File: src/rtl/i2c_bus_sync.sv
// Synchronizes SCL/SDA into clk and derives edge and START/STOP pulses.
module i2c_bus_sync (
  input  logic clk,
  input  logic rst,
  input  logic scl_i,
  input  logic sda_i,
  output logic sda_s,
  output logic scl_rise,
  output logic scl_fall,
  output logic start,
  output logic stop
);

  logic scl_meta, scl_sync, scl_hist;
  logic sda_meta, sda_sync, sda_hist;

  // Reset to the idle-bus level so no event fires straight out of reset.
  always_ff @(posedge clk) begin
    if (rst) begin
      scl_meta <= 1'b1;
      scl_sync <= 1'b1;
      scl_hist <= 1'b1;
      sda_meta <= 1'b1;
      sda_sync <= 1'b1;
      sda_hist <= 1'b1;
    end else begin
      scl_meta <= scl_i;
      scl_sync <= scl_meta;
      scl_hist <= scl_sync;
      sda_meta <= sda_i;
      sda_sync <= sda_meta;
      sda_hist <= sda_sync;
    end
  end

  assign sda_s    = sda_sync;
  assign scl_rise =  scl_sync & ~scl_hist;
  assign scl_fall = ~scl_sync &  scl_hist;
  assign start    =  scl_sync &  scl_hist &  sda_hist & ~sda_sync;
  assign stop     =  scl_sync &  scl_hist & ~sda_hist &  sda_sync;

endmodule

File: config.mk
export PLATFORM = sky130hd
export DESIGN_NAME = i2c_bus_sync
export DESIGN_NICKNAME = d
export VERILOG_FILES = /design/src/rtl/i2c_bus_sync.sv
export SDC_FILE = /design/constraint.sdc
export NUM_CORES = 1
export LEC_CHECK = 0
export CORE_AREA = 2 2 39 41
export CTS_CLUSTER_DIAMETER = 30
export DETAILED_ROUTE_END_ITERATION = 7
export DIE_AREA = 0 0 41 43
export MAX_ROUTING_LAYER = met4
export PLACE_DENSITY = 0.37
export SYNTH_ARGS = -nofsm -noshare
export SYNTH_HDL_FRONTEND = slang
export SYNTH_SLANG_ARGS = --single-unit
File: constraint.sdc
create_clock -name clk -period 1.4 [get_ports clk]
set_input_delay 0.28 -clock clk [delete_from_list [all_inputs] [get_ports clk]]
set_output_delay 0.28 -clock clk [all_outputs]
set_load 0.02 [all_outputs]
==> out/results.tsv <==
metric	value	unit
ANT nets after route	0	
core box area	1380	um^2
Synth Area in XOR/XNOR	0	
part of the cycle the worst path needs	0.938	
vias	148	
area of the mapped netlist	190	um^2
global-route wire length before repair	496	um
Clk pin slew, worst setup/hold paths	40	ps
CTS Root Cell	clkbuf_4	
Final Core Density	0.219	
WP data required	1120	ps
I/O Pins	9	
# diodes	0	
Mapped Cells	16	
GPL Wtd Cong	0.520	
Tmin final	1310	ps
Slew HR	0.863	
area occupied by multi-input gates	70.1	um^2
grt ovf	0	
slowest cell on the critical path	dfxtp_1	
Worst VDD drop	0.559	mV
Mean Syn Cell Area	11.9	um^2
count of different cell masters after synthesis	4	
gr usage total	0.0526	
Die X	41	um
Post-Route Skew	1.28	ps
CP Capture Type	primary output	
die area	1760	um^2
vias in the first global route	122	
Crit path largest cell delay	350	ps
DR DRC count	0	
Startpoint Class	flop	
Worst EP arrival	1030	ps
hold depth	1	
Port Buf Inserts	8	
overall power	0.364	mW
Pwr Density	1200	nW/um^2
Slew Limit Fails	0	
Initial Util	0.137	
Fmax	0.761	GHz
max-cap violation count	0	
vias per cell	3.44	
post-synthesis compound-gate area fraction	0	
Hold Crit Class	flop to flop	
worst-path fanout max	4	
Post-Place Cell Area	290	um^2
Final Setup Violations	0	
Layout Area Growth over Synthesis	59.2	%
CTS tree	done	
Num CTS Buffers	3	
layout cells sized above 1	0.259	
Crit Path Class	flop to primary output	
yosys warns	0	
Register Area	121	um^2
worst slew pin tran	207	ps
CTS Sinks	6	
H-tree depth	1	
worst-path cell chain	nor2b_1 > dlygate4sd2_1	
multiplexer area fraction after synthesis	0	
Worst R2R Path Depth	1	
combinational family with the most area after synthesis	simple AND/OR/NAND/NOR gates	
Wirelength per Cell	7.07	um
largest net degree at the start of global routing	7	
Clock Path Buffers	2	
simple-gate area share of the yosys netlist	0.368	
setup bufs post-CTS	0	
initial detailed-routing violation count	1	
Hold Buf Count CTS	0	
Seq cells post-synth	6	
fin nets	33	
status	complete, no violations	
Leak	0.124	nW
Seq/Total Area, Yosys	0.632	
first drt pass iteration count	2	
cell area after layout	303	um^2
Routed WL	304	um
fill count	150	
final hold vios	0	
post-synthesis net count	20	
adder-cell share of the synthesized area	0	
Skew-Pair Late Insertion Delay	240	ps
unrepaired setup endpoints after global routing	false	
die height	43	um
initial antenna violation count	0	
Site Rows	14	
## worst max-delay path, delay by kind of cell (launching register included)
kind / cells / cell delay [ps]
simple gates: 1 / 120
flops: 1 / 350
buf+inv: 1 / 330
## flip-flops by register name (all words and copies together), names as in the netlist
register  flops
sda_meta      1
scl_hist      1
sda_hist      1
scl_meta      1
scl_sync      1
sda_s         1
## logic make-up after synthesis
group         after synthesis
flops                       6
simple gates               10
## final timing paths
path                                          start             endpoint  slack (ps)
worst min register to register  scl_meta$_SDFF_PP1_  scl_sync$_SDFF_PP1_         400
worst min-delay path            scl_meta$_SDFF_PP1_  scl_sync$_SDFF_PP1_         400
worst max-delay path            scl_hist$_SDFF_PP1_             scl_fall          90
worst max register to register  scl_sync$_SDFF_PP1_  scl_hist$_SDFF_PP1_         750
## cell type report
type / instances / share of cell area
sequential: 6 / 0.401
multi-input combinational: 10 / 0.231
timing repair buffer: 8 / 0.227
clock buffer: 3 / 0.0744
tap: 16 / 0.0661
## layer usage
metal  up-vias  global-route usage  part of all wire
met2        11              0.0594              0.40
met5         -                   -                 0
met4         0              0.0200                 0
met3         0              0.0785              0.18
li1         76                   -                 -
met1        61              0.0453              0.41
## per-stage QoR
step	setup TNS, ps	worst slack, ps	hold WS (ps)	cells
final	0	86.4	399	43
after CTS	0	1.03	400	43
after global routing	0	7.43	427	43
after global placement	-48.2	-26.3	386	40
after floorplan	0	344	377	16
after detailed placement	-80.8	-38.8	389	40
## cell usage after synthesis (all sizes together)
| library cell | n | area share |
|---|---|---|
| or2 | 6 | 0.20 |
| nor2b | 2 | 0.066 |
| and4b | 2 | 0.11 |
| dfxtp | 6 | 0.63 |
## placed cells by master (no fill, tap or decap), drive strengths merged
master and n:
clkbuf 5, clkdlybuf4s15 1, clkdlybuf4s50 3, dfxtp 6, or2 6, and4b 2
nor2b 2, dlygate4sd2 2
## what timing repair did
action                     in CTS  in global routing
gates cloned                    0                  0
gates resized for setup         8                  4
pin swaps                       0                  0
setup endpoints to repair       5                  3
## power by group
| part | switching, mW | internal [mW] |
|---|---|---|
| clock network | 0.0568 | 0.0966 |
| registers | 0.00335 | 0.179 |
| logic | 0.0119 | 0.0166 |
| total | 0.0720 | 0.292 |
No activity file was read; power rests on OpenSTA's default activity.
